$ cat src/rtl/bcd_scan_ctrl_if.sv
// rtl/bcd_scan_ctrl_if.sv - value source / digit driver signals of the display scan controller
interface bcd_scan_ctrl_if #(
  parameter int NUM_DIGITS = 4
);
  logic                    load;
  logic [4*NUM_DIGITS-1:0] value_in;
  logic                    lz_en;
  logic [3:0]              bcd_out;
  logic [NUM_DIGITS-1:0]   digit_en;
  logic                    frame_done;
  logic                    err;

  modport master (
    output load, value_in, lz_en,
    input  bcd_out, digit_en, frame_done, err
  );

  modport slave (
    input  load, value_in, lz_en,
    output bcd_out, digit_en, frame_done, err
  );
endinterface

$ cat src/rtl/bcd_scan_ctrl.sv
// rtl/bcd_scan_ctrl.sv - multiplexed 7-segment scan controller with double-buffered BCD value
module bcd_scan_ctrl #(
  parameter int NUM_DIGITS   = 4,
  parameter int REFRESH_DIV  = 1000,
  parameter int BLANK_CYCLES = 2
) (
  input logic          clk,
  input logic          rst,
  bcd_scan_ctrl_if.slave bus
);
  localparam int CW = (REFRESH_DIV > 1) ? $clog2(REFRESH_DIV) : 1;
  localparam int IW = (NUM_DIGITS > 1) ? $clog2(NUM_DIGITS) : 1;

  logic [CW-1:0]           cnt;
  logic [IW-1:0]           idx;
  logic [4*NUM_DIGITS-1:0] disp;
  logic [4*NUM_DIGITS-1:0] pend;
  logic                    pend_v;
  logic [3:0]              bcd_r;
  logic [NUM_DIGITS-1:0]   en_r;
  logic                    fd_r;
  logic                    err_r;

  logic [3:0]            nib;
  logic                  upper_nz;
  logic                  lead_zero;
  logic                  suppress;
  logic [NUM_DIGITS-1:0] en_n;
  logic                  slot_end;
  logic                  boundary;

  always_comb begin
    nib       = 4'd0;
    upper_nz  = 1'b0;
    lead_zero = 1'b0;
    for (int i = 0; i < NUM_DIGITS; i++) begin
      if (idx == IW'(i)) nib = disp[4*i +: 4];
    end
    // Walk down from the top digit; digit 0 is excluded so a zero value still shows "0"
    for (int i = NUM_DIGITS - 1; i > 0; i--) begin
      upper_nz = upper_nz | (disp[4*i +: 4] != 4'd0);
      if (idx == IW'(i)) lead_zero = ~upper_nz;
    end
    suppress = (nib > 4'd9) | (bus.lz_en & lead_zero);
    en_n = '1;
    if ((cnt >= CW'(BLANK_CYCLES)) && !suppress) begin
      for (int i = 0; i < NUM_DIGITS; i++) begin
        if (idx == IW'(i)) en_n[i] = 1'b0;
      end
    end
  end

  assign slot_end = (cnt == CW'(REFRESH_DIV - 1));
  assign boundary = slot_end && (idx == IW'(NUM_DIGITS - 1));

  always_ff @(posedge clk or posedge rst) begin
    if (rst) begin
      cnt    <= '0;
      idx    <= '0;
      disp   <= '0;
      pend   <= '0;
      pend_v <= 1'b0;
      bcd_r  <= 4'd0;
      en_r   <= '1;
      fd_r   <= 1'b0;
      err_r  <= 1'b0;
    end else begin
      cnt <= slot_end ? '0 : cnt + 1'b1;
      if (slot_end) idx <= (idx == IW'(NUM_DIGITS - 1)) ? '0 : idx + 1'b1;
      if (boundary && pend_v) disp <= pend;
      // A load on the boundary cycle lands in pending; display already took the older value
      if (bus.load) begin
        pend   <= bus.value_in;
        pend_v <= 1'b1;
      end else if (boundary) begin
        pend_v <= 1'b0;
      end
      bcd_r <= suppress ? 4'd0 : nib;
      en_r  <= en_n;
      fd_r  <= boundary;
      if ((cnt == CW'(BLANK_CYCLES)) && (nib > 4'd9)) err_r <= 1'b1;
    end
  end

  assign bus.bcd_out    = bcd_r;
  assign bus.digit_en   = en_r;
  assign bus.frame_done = fd_r;
  assign bus.err        = err_r;
endmodule

$ cat src/flat_wrapper.sv
// flat-port wrapper written by rule: the top's interface ports become plain ports
module bcd_scan_ctrl_flat 
#(
  parameter int NUM_DIGITS   = 4,
  parameter int REFRESH_DIV  = 1000,
  parameter int BLANK_CYCLES = 2
)
  (clk, rst, bus_load, bus_value_in, bus_lz_en, bus_bcd_out, bus_digit_en, bus_frame_done, bus_err);
  bcd_scan_ctrl_if #(.NUM_DIGITS(NUM_DIGITS)) bus_i ();
  input logic clk;
  input logic rst;
  input wire logic [$bits(bus_i.load)-1:0] bus_load;
  input wire logic [$bits(bus_i.value_in)-1:0] bus_value_in;
  input wire logic [$bits(bus_i.lz_en)-1:0] bus_lz_en;
  output wire logic [$bits(bus_i.bcd_out)-1:0] bus_bcd_out;
  output wire logic [$bits(bus_i.digit_en)-1:0] bus_digit_en;
  output wire logic [$bits(bus_i.frame_done)-1:0] bus_frame_done;
  output wire logic [$bits(bus_i.err)-1:0] bus_err;
  assign bus_i.load = bus_load;
  assign bus_i.value_in = bus_value_in;
  assign bus_i.lz_en = bus_lz_en;
  assign bus_bcd_out = bus_i.bcd_out;
  assign bus_digit_en = bus_i.digit_en;
  assign bus_frame_done = bus_i.frame_done;
  assign bus_err = bus_i.err;
  bcd_scan_ctrl #(.NUM_DIGITS(NUM_DIGITS), .REFRESH_DIV(REFRESH_DIV), .BLANK_CYCLES(BLANK_CYCLES)) u_core (.clk(clk), .rst(rst), .bus(bus_i));
endmodule
$ cat config.mk
export PLATFORM = sky130hd
export DESIGN_NAME = bcd_scan_ctrl_flat
export DESIGN_NICKNAME = d
export VERILOG_FILES = /design/src/rtl/bcd_scan_ctrl_if.sv /design/src/rtl/bcd_scan_ctrl.sv /design/src/flat_wrapper.sv
export SDC_FILE = /design/constraint.sdc
export NUM_CORES = 1
export LEC_CHECK = 0
export BUFFER_PORTS_ARGS = -buffer_cell sky130_fd_sc_hd__clkbuf_2
export CAP_MARGIN = 40
export CORE_MARGIN = 2
export CORE_UTILIZATION = 30
export CTS_BUF_LIST = sky130_fd_sc_hd__clkbuf_2 sky130_fd_sc_hd__clkbuf_4 sky130_fd_sc_hd__clkbuf_8
export DETAILED_ROUTE_END_ITERATION = 8
export GPL_ROUTABILITY_DRIVEN = 0
export HOLD_SLACK_MARGIN = 0.05
export PLACE_DENSITY = 0.49
export SETUP_SLACK_MARGIN = 0.3
export SYNTH_ARGS = -nofsm -noshare
export SYNTH_HDL_FRONTEND = slang
export SYNTH_SLANG_ARGS = --single-unit
$ cat constraint.sdc
create_clock -name clk -period 5.2 [get_ports clk]
set_input_delay 0 -clock clk [delete_from_list [all_inputs] [get_ports clk]]
set_output_delay 0 -clock clk [all_outputs]
set_load 0.05 [all_outputs]
# Word level (Yosys, flattened, before mapping)
# Cells that the tools add are included.
# totals
reg_bits	55
inputBits	20
# op_classes
n_addsub	2
n_lt_le_gt_ge	2
n_eq_ne	5
mux	17
bitwise	7
reduce_logical	10
# op_table
op	count
4-bit two-way mux	6
4-bit nonzero test	3
10-bit by 1-bit adder with 10-bit output (second input constant)	1
10-bit equality test (second input constant)	1
10-bit by 2-bit equality test with 1-bit output (second input constant)	1
10-bit by 2-bit greater-or-equal comparator with 1-bit output (second input constant)	1
10-bit two-way mux	1
1-bit two-way mux	9
2-bit equality test (second input constant)	2
4-bit greater-than comparator (second input constant)	1
1-bit logical AND	4
1-bit inverter	3
1-bit OR	3
2-bit by 1-bit adder with 2-bit output (second input constant)	1
2-bit by 1-bit equality test with 1-bit output (second input constant)	1
2-bit zero test	1
2-bit two-way mux	1
2-bit nonzero test	1
1-bit bitwise AND	1
1-bit zero test	1

# Logic depth before layout (Yosys ltp)
# logic_depth
ltp_word	10
depth_mapped	7
ltp_nobuf	6

# Worst setup path before layout
# Ideal clock, no wire load.
# synth_path
path_kind	reg2reg
startpoint	reg u_core.idx[0]
endpoint	reg u_core.bcd_r[0], in the netlist u_core.bus.bcd_out[0]
arrival_ps	1748
required_time_ps	5116
setup_slack_ps	3368
stages_incl_launch_ff	8
n_path_buf	1
synth_period_minus_slack_ps	1832
path_cell_list	dfrtp_1 > inv_1 > ha_1 > buf_2 > and3b_1 > o32ai_1 > a21bo_2 > a21boi_0
# synth_via
elab_chain_len	8
# synth_rtl
element	line_no	source
from (decl)	bcd_scan_ctrl.sv:15	logic [IW-1:0] idx;
from (signal assigned)	bcd_scan_ctrl.sv:69	if (slot_end) idx <= (idx == IW'(NUM_DIGITS - 1)) ? '0 : idx + 1'b1;
2-bit zero test	bcd_scan_ctrl.sv:37	if (idx == IW'(i)) nib = disp[4*i +: 4];
4-bit two-way mux (4 in series)	bcd_scan_ctrl.sv:37	
4-bit greater-than comparator	bcd_scan_ctrl.sv:44	suppress = (nib > 4'd9) | (bus.lz_en & lead_zero);
1-bit OR	bcd_scan_ctrl.sv:44	
4-bit two-way mux *	bcd_scan_ctrl.sv:78	bcd_r <= suppress ? 4'd0 : nib;
to (signal assigned)	bcd_scan_ctrl.sv:78	
to (decl)	bcd_scan_ctrl.sv:19	logic [3:0] bcd_r;
# Every way passes the cells marked *; elsewhere a longest branch is shown, timed or not.
# A chain may end at the register's enable or synchronous reset.

# Final worst setup path
# Ends and elaborated chain as after synthesis.

==> report_table.html <==
<table>
<tr><th>Metric</th><th>Value</th></tr>
<tr><th colspan="2">Setup path</th></tr>
<tr><td>Launch instance of the worst register-to-register path</td><td>u_core.idx[0]</td></tr>
<tr><td>Worst-path maximum fanout</td><td>14</td></tr>
<tr><td>Critical Path Start Type</td><td>flop</td></tr>
<tr><td>Type of the worst setup path</td><td>reg -&gt; reg</td></tr>
<tr><td>Slowest cell on crit path</td><td>sky130_fd_sc_hd__o32ai_1</td></tr>
<tr><td>CP peak stage delay</td><td>0.47 ns</td></tr>
<tr><td>Worst reg2reg setup slack</td><td>2.91 ns</td></tr>
<tr><td>Worst path cell trace</td><td>inv_1, ha_1, and3b_1, o32ai_1, a21bo_2, a21boi_0</td></tr>
<tr><td>Endpoint of the worst register-to-register path</td><td>u_core.bus.bcd_out[0]</td></tr>
<tr><td>Worst EP required</td><td>5.41 ns</td></tr>
<tr><td>Path depth of the worst reg2reg path</td><td>6</td></tr>
<tr><td>Capturing element type of the critical path</td><td>flop</td></tr>
<tr><td>Data arrival time of the critical path</td><td>between 2 and 3 ns</td></tr>
<tr><th colspan="2">Floorplanning</th></tr>
<tr><td>Number of cell rows</td><td>33</td></tr>
<tr><td>DIE WIDTH</td><td>95.0 um</td></tr>
<tr><td>Die Area</td><td>9020 um^2</td></tr>
<tr><td>I/O pins</td><td>30</td></tr>
<tr><td>Std-Cell Core Area</td><td>8130 um^2</td></tr>
<tr><td>Die Span Y</td><td>95.0 um</td></tr>
<tr><td>Effective utilization at floorplan</td><td>0.305</td></tr>
<tr><th colspan="2">Logic synthesis</th></tr>
<tr><td>Number of instances in the synthesized netlist</td><td>194</td></tr>
<tr><td>Cell type contributing the most total cell area after synthesis</td><td>sky130_fd_sc_hd__dfrtp_1</td></tr>
<tr><td>Warning count from the yosys run</td><td>0</td></tr>
<tr><td>Leading cell type by number of instances after synthesis</td><td>sky130_fd_sc_hd__dfrtp_1</td></tr>
<tr><td>Main flop type after synthesis</td><td>sky130_fd_sc_hd__dfrtp_1</td></tr>
<tr><td>Cell area after technology mapping</td><td>2480 um^2</td></tr>
<tr><td>Net Count, Synth</td><td>220</td></tr>
<tr><td>Post-synthesis async set-or-reset flop share</td><td>1.00</td></tr>
<tr><td>Mean cell area of the mapped netlist</td><td>12.8 um^2</td></tr>
<tr><td>Fraction of the yosys area taken by sequential cells</td><td>0.556</td></tr>
<tr><td>Ranking of synthesized cells by instance count</td><td>sky130_fd_sc_hd__dfrtp_1 (51), sky130_fd_sc_hd__mux2_2 (22), sky130_fd_sc_hd__nand2_1 (14)</td></tr>
<tr><td>Portion of synthesized cell area occupied by the leading cell type</td><td>0.514</td></tr>
<tr><td>Flop and latch count out of synthesis</td><td>55</td></tr>
<tr><td>Post-synthesis cell type count</td><td>45</td></tr>
<tr><td>Main area contributors after synthesis</td><td>sky130_fd_sc_hd__dfrtp_1 (51%), sky130_fd_sc_hd__mux2_2 (10%), sky130_fd_sc_hd__mux2_4 (6.0%)</td></tr>
<tr><td>Post-synth EDFFs</td><td>0</td></tr>
<tr><th colspan="2">Clocking</th></tr>
<tr><td>Insertion delay to the later sink of the worst-skew pair</td><td>0.31 ns</td></tr>
<tr><td>Sink count of the clock tree</td><td>55</td></tr>
<tr><td>Clk root buf</td><td>sky130_fd_sc_hd__clkbuf_8</td></tr>
<tr><td>CTS Buf Count</td><td>5</td></tr>
<tr><td>Clock Pin Slew Worst Setup and Hold Paths</td><td>0.09 ns</td></tr>
<tr><td>Number of buffers added for setup after CTS</td><td>0</td></tr>
<tr><td>CTS max path bufs</td><td>2</td></tr>
<tr><td>CTS tree</td><td>yes</td></tr>
<tr><td>Deepest level of the CTS H-tree</td><td>2</td></tr>
<tr><th colspan="2">Global routing</th></tr>
<tr><td>Maximum number of pins on one net before global-route repair</td><td>56</td></tr>
<tr><td>Global-route wire length before repair</td><td>7730 um</td></tr>
<tr><td>Vias in the first global route</td><td>between 1500 and 2000</td></tr>
<tr><td>Global-route congestion overflow total</td><td>0</td></tr>
<tr><td>Antenna violations before repair</td><td>0</td></tr>
<tr><td>Overall global routing resource usage</td><td>0.113</td></tr>
<tr><th colspan="2">Finish</th></tr>
<tr><td>Final core utilization</td><td>0.367</td></tr>
<tr><td>Antenna Diode Count</td><td>0</td></tr>
<tr><td>Post-layout nets</td><td>265</td></tr>
<tr><td>Proportion of layout cells with a drive suffix above 1</td><td>0.338</td></tr>
<tr><td>Number of standard cells in the layout, taps in and fillers out</td><td>345</td></tr>
<tr><td>Number of fill cells in the layout</td><td>811</td></tr>
<tr><td>Layout overhead on the synthesized area</td><td>20.2%</td></tr>
<tr><th colspan="2">STA</th></tr>
<tr><td>Setup-failing EPs final</td><td>0</td></tr>
<tr><td>Clock tree skew after final layout</td><td>0.0100 ns</td></tr>
<tr><td>Final-report max-slew violation count</td><td>0</td></tr>
<tr><td>Final Critical Period</td><td>2.29 ns</td></tr>
<tr><td>Transition time of the tightest slew-check pin</td><td>0.706 ns</td></tr>
<tr><td>Number of endpoints with negative hold slack in the final report</td><td>0</td></tr>
<tr><td>Final TNS setup</td><td>0 ns</td></tr>
<tr><td>Setup repair after global routing missed its margin</td><td>no</td></tr>
<tr><td>Final critical-path share of the clock period</td><td>0.441</td></tr>
<tr><td>Relative slew margins</td><td>0.526</td></tr>
<tr><td>Highest clock frequency the design can meet</td><td>~440 MHz</td></tr>
<tr><th colspan="2">Route</th></tr>
<tr><td>Starting DRT DRC Count</td><td>46</td></tr>
<tr><td>Drt pass-1 iters</td><td>4</td></tr>
<tr><td>Uppermost signal routing layer after detailed routing</td><td>met4</td></tr>
<tr><td>Final ANT Viol Nets</td><td>0</td></tr>
<tr><td>Routed length on met1</td><td>2090 um</td></tr>
<tr><td>Number of vias after detailed routing</td><td>1606</td></tr>
<tr><td>Met2 routed wirelength</td><td>2160 um</td></tr>
<tr><td>Vias per cell</td><td>4.66</td></tr>
<tr><td>DRC errors left</td><td>0</td></tr>
<tr><td>Routed wirelength normalized by instance count</td><td>about 13 um</td></tr>
<tr><td>Met3 Wirelength</td><td>135 um</td></tr>
<tr><td>Routed wire length</td><td>4460 um</td></tr>
<tr><th colspan="2">Pwr</th></tr>
<tr><td>Cell leakage power</td><td>1.44 nW</td></tr>
<tr><td>Power density over the cells</td><td>242 nW/um^2</td></tr>
<tr><td>Highest ir drop seen on vdd</td><td>103 uV</td></tr>
<tr><th colspan="2">Placed design</th></tr>
<tr><td>Post-detail-place hpwl</td><td>between 3000 and 4000 um</td></tr>
<tr><td>Number of instances in the placed design</td><td>320</td></tr>
<tr><td>Port Buffer Count</td><td>29</td></tr>
<tr><th colspan="2">Min path</th></tr>
<tr><td>Number of cells traversed by the worst hold path</td><td>3</td></tr>
<tr><td>Worst hold start</td><td>bus_lz_en</td></tr>
<tr><td>Sink of the worst hold path</td><td>u_core.bus.bcd_out[2]</td></tr>
<tr><td>Hold crit path type</td><td>in -&gt; reg</td></tr>
<tr><th colspan="2">Run status</th></tr>
<tr><td>Status</td><td>complete, no violations</td></tr>
<tr><th colspan="2">Flow run</th></tr>
<tr><td>Max Cap Viol</td><td>0</td></tr>
</table>
-- what timing repair did --
action,in CTS,in global routing
hold endpoints to repair,67,0
hold buffers,17,0
gates resized for setup,0,0
-- worst max-delay path by stage --
stage,startpoint,endpoint
floorplan,u_core.idx[0],u_core.bus.bcd_out[0]
global placement,u_core.idx[0],u_core.bus.bcd_out[0]
detailed placement,u_core.cnt[0],u_core.disp[0]
CTS,u_core.idx[0],u_core.bus.bcd_out[0]
global route,u_core.idx[0],u_core.bus.bcd_out[0]
finish,u_core.idx[0],u_core.bus.bcd_out[0]
-- kinds of logic after synthesis --
| kind of cell | after synthesis | share of synthesized area |
|---|---|---|
| buffers and inverters | 17 | 0.0292 |
| multiplexers | 33 | 0.164 |
| adder cells (fa/ha/maj) | 6 | 0.0302 |
| flip-flops | 55 | 0.556 |
| XOR/XNOR | 6 | 0.0212 |
| AO/OA/AOI/OAI | 23 | 0.0665 |
| AND/OR/NAND/NOR | 54 | 0.132 |
-- metrics by stage --
stage	power, mW	hold slack [ns]	cell area [um^2]	setup slack [ns]
final	0.723	0.0939	2980	2.91
after CTS	0.735	0.0926	2980	2.93
after global placement	0.488	0.229	2720	2.96
after detailed placement	0.489	0.230	2720	2.97
after global routing	0.760	0.123	2980	2.75
after floorplan	0.475	0.152	2480	3.37
-- routing by layer --
| metal | vias up | GRT usage |
|---|---|---|
| li1 | 774 | - |
| met1 | 806 | 0.149 |
| met2 | 18 | 0.180 |
| met3 | 8 | 0.0279 |
| met4 | 0 | 0.0399 |
| met5 | - | 0 |
-- flip-flops by register name, summed over array words and instances, names as in the netlist --
| register | flops |
|---|---|
| u_core.disp | 16 |
| u_core.pend | 16 |
| u_core.cnt | 10 |
| u_core.bus.bcd_out | 4 |
| u_core.bus.digit_en | 4 |
| u_core.idx | 2 |
| u_core.bus.err | 1 |
| u_core.bus.frame_done | 1 |
| u_core.pend_v | 1 |
-- critical path: cells and delay by family, from the launching register on --
kind                     cells  cell delay, ns
AO/OA/AOI/OAI                3            0.99
adder cells (fa/ha/maj)      1            0.44
flip-flops                   1            0.42
buffers and inverters        1            0.12
AND/OR/NAND/NOR              1            0.23
-- area by class of cell --
| class | instances | area (um^2) | share of cell area |
|---|---|---|---|
| Tap cell | 105 | 131 | 0.0440 |
| Timing Repair Buffer | 47 | 323 | 0.108 |
| Inverter | 8 | 30.0 | 0.0101 |
| Clock buffer | 6 | 76.3 | 0.0256 |
| Multi-Input combinational cell | 122 | 1030 | 0.345 |
| Sequential cell | 55 | 1380 | 0.463 |
| Clock inverter | 2 | 12.5 | 0.00419 |
-- report_power, final --
part,internal [mW],switching (mW),leakage [nW]
Combinational,0.0252,0.0165,0.700
Sequential,0.440,0.00653,0.698
Clock,0.0997,0.135,0.0446
-- cells in the final DEF (no fill, tap or decap), types with 6 or more instances in the layout --
cell                            netlist  routed
sky130_fd_sc_hd__dfrtp_1             51      51
sky130_fd_sc_hd__mux2_2              22      22
sky130_fd_sc_hd__nor2_1              10      10
sky130_fd_sc_hd__clkbuf_2             0      29
sky130_fd_sc_hd__mux2_4              10      10
sky130_fd_sc_hd__ha_1                 6       6
sky130_fd_sc_hd__nand2_1             14      14
sky130_fd_sc_hd__inv_1                8       7
sky130_fd_sc_hd__dlygate4sd3_1        0      17
No activity file was read; power rests on OpenSTA's default activity.
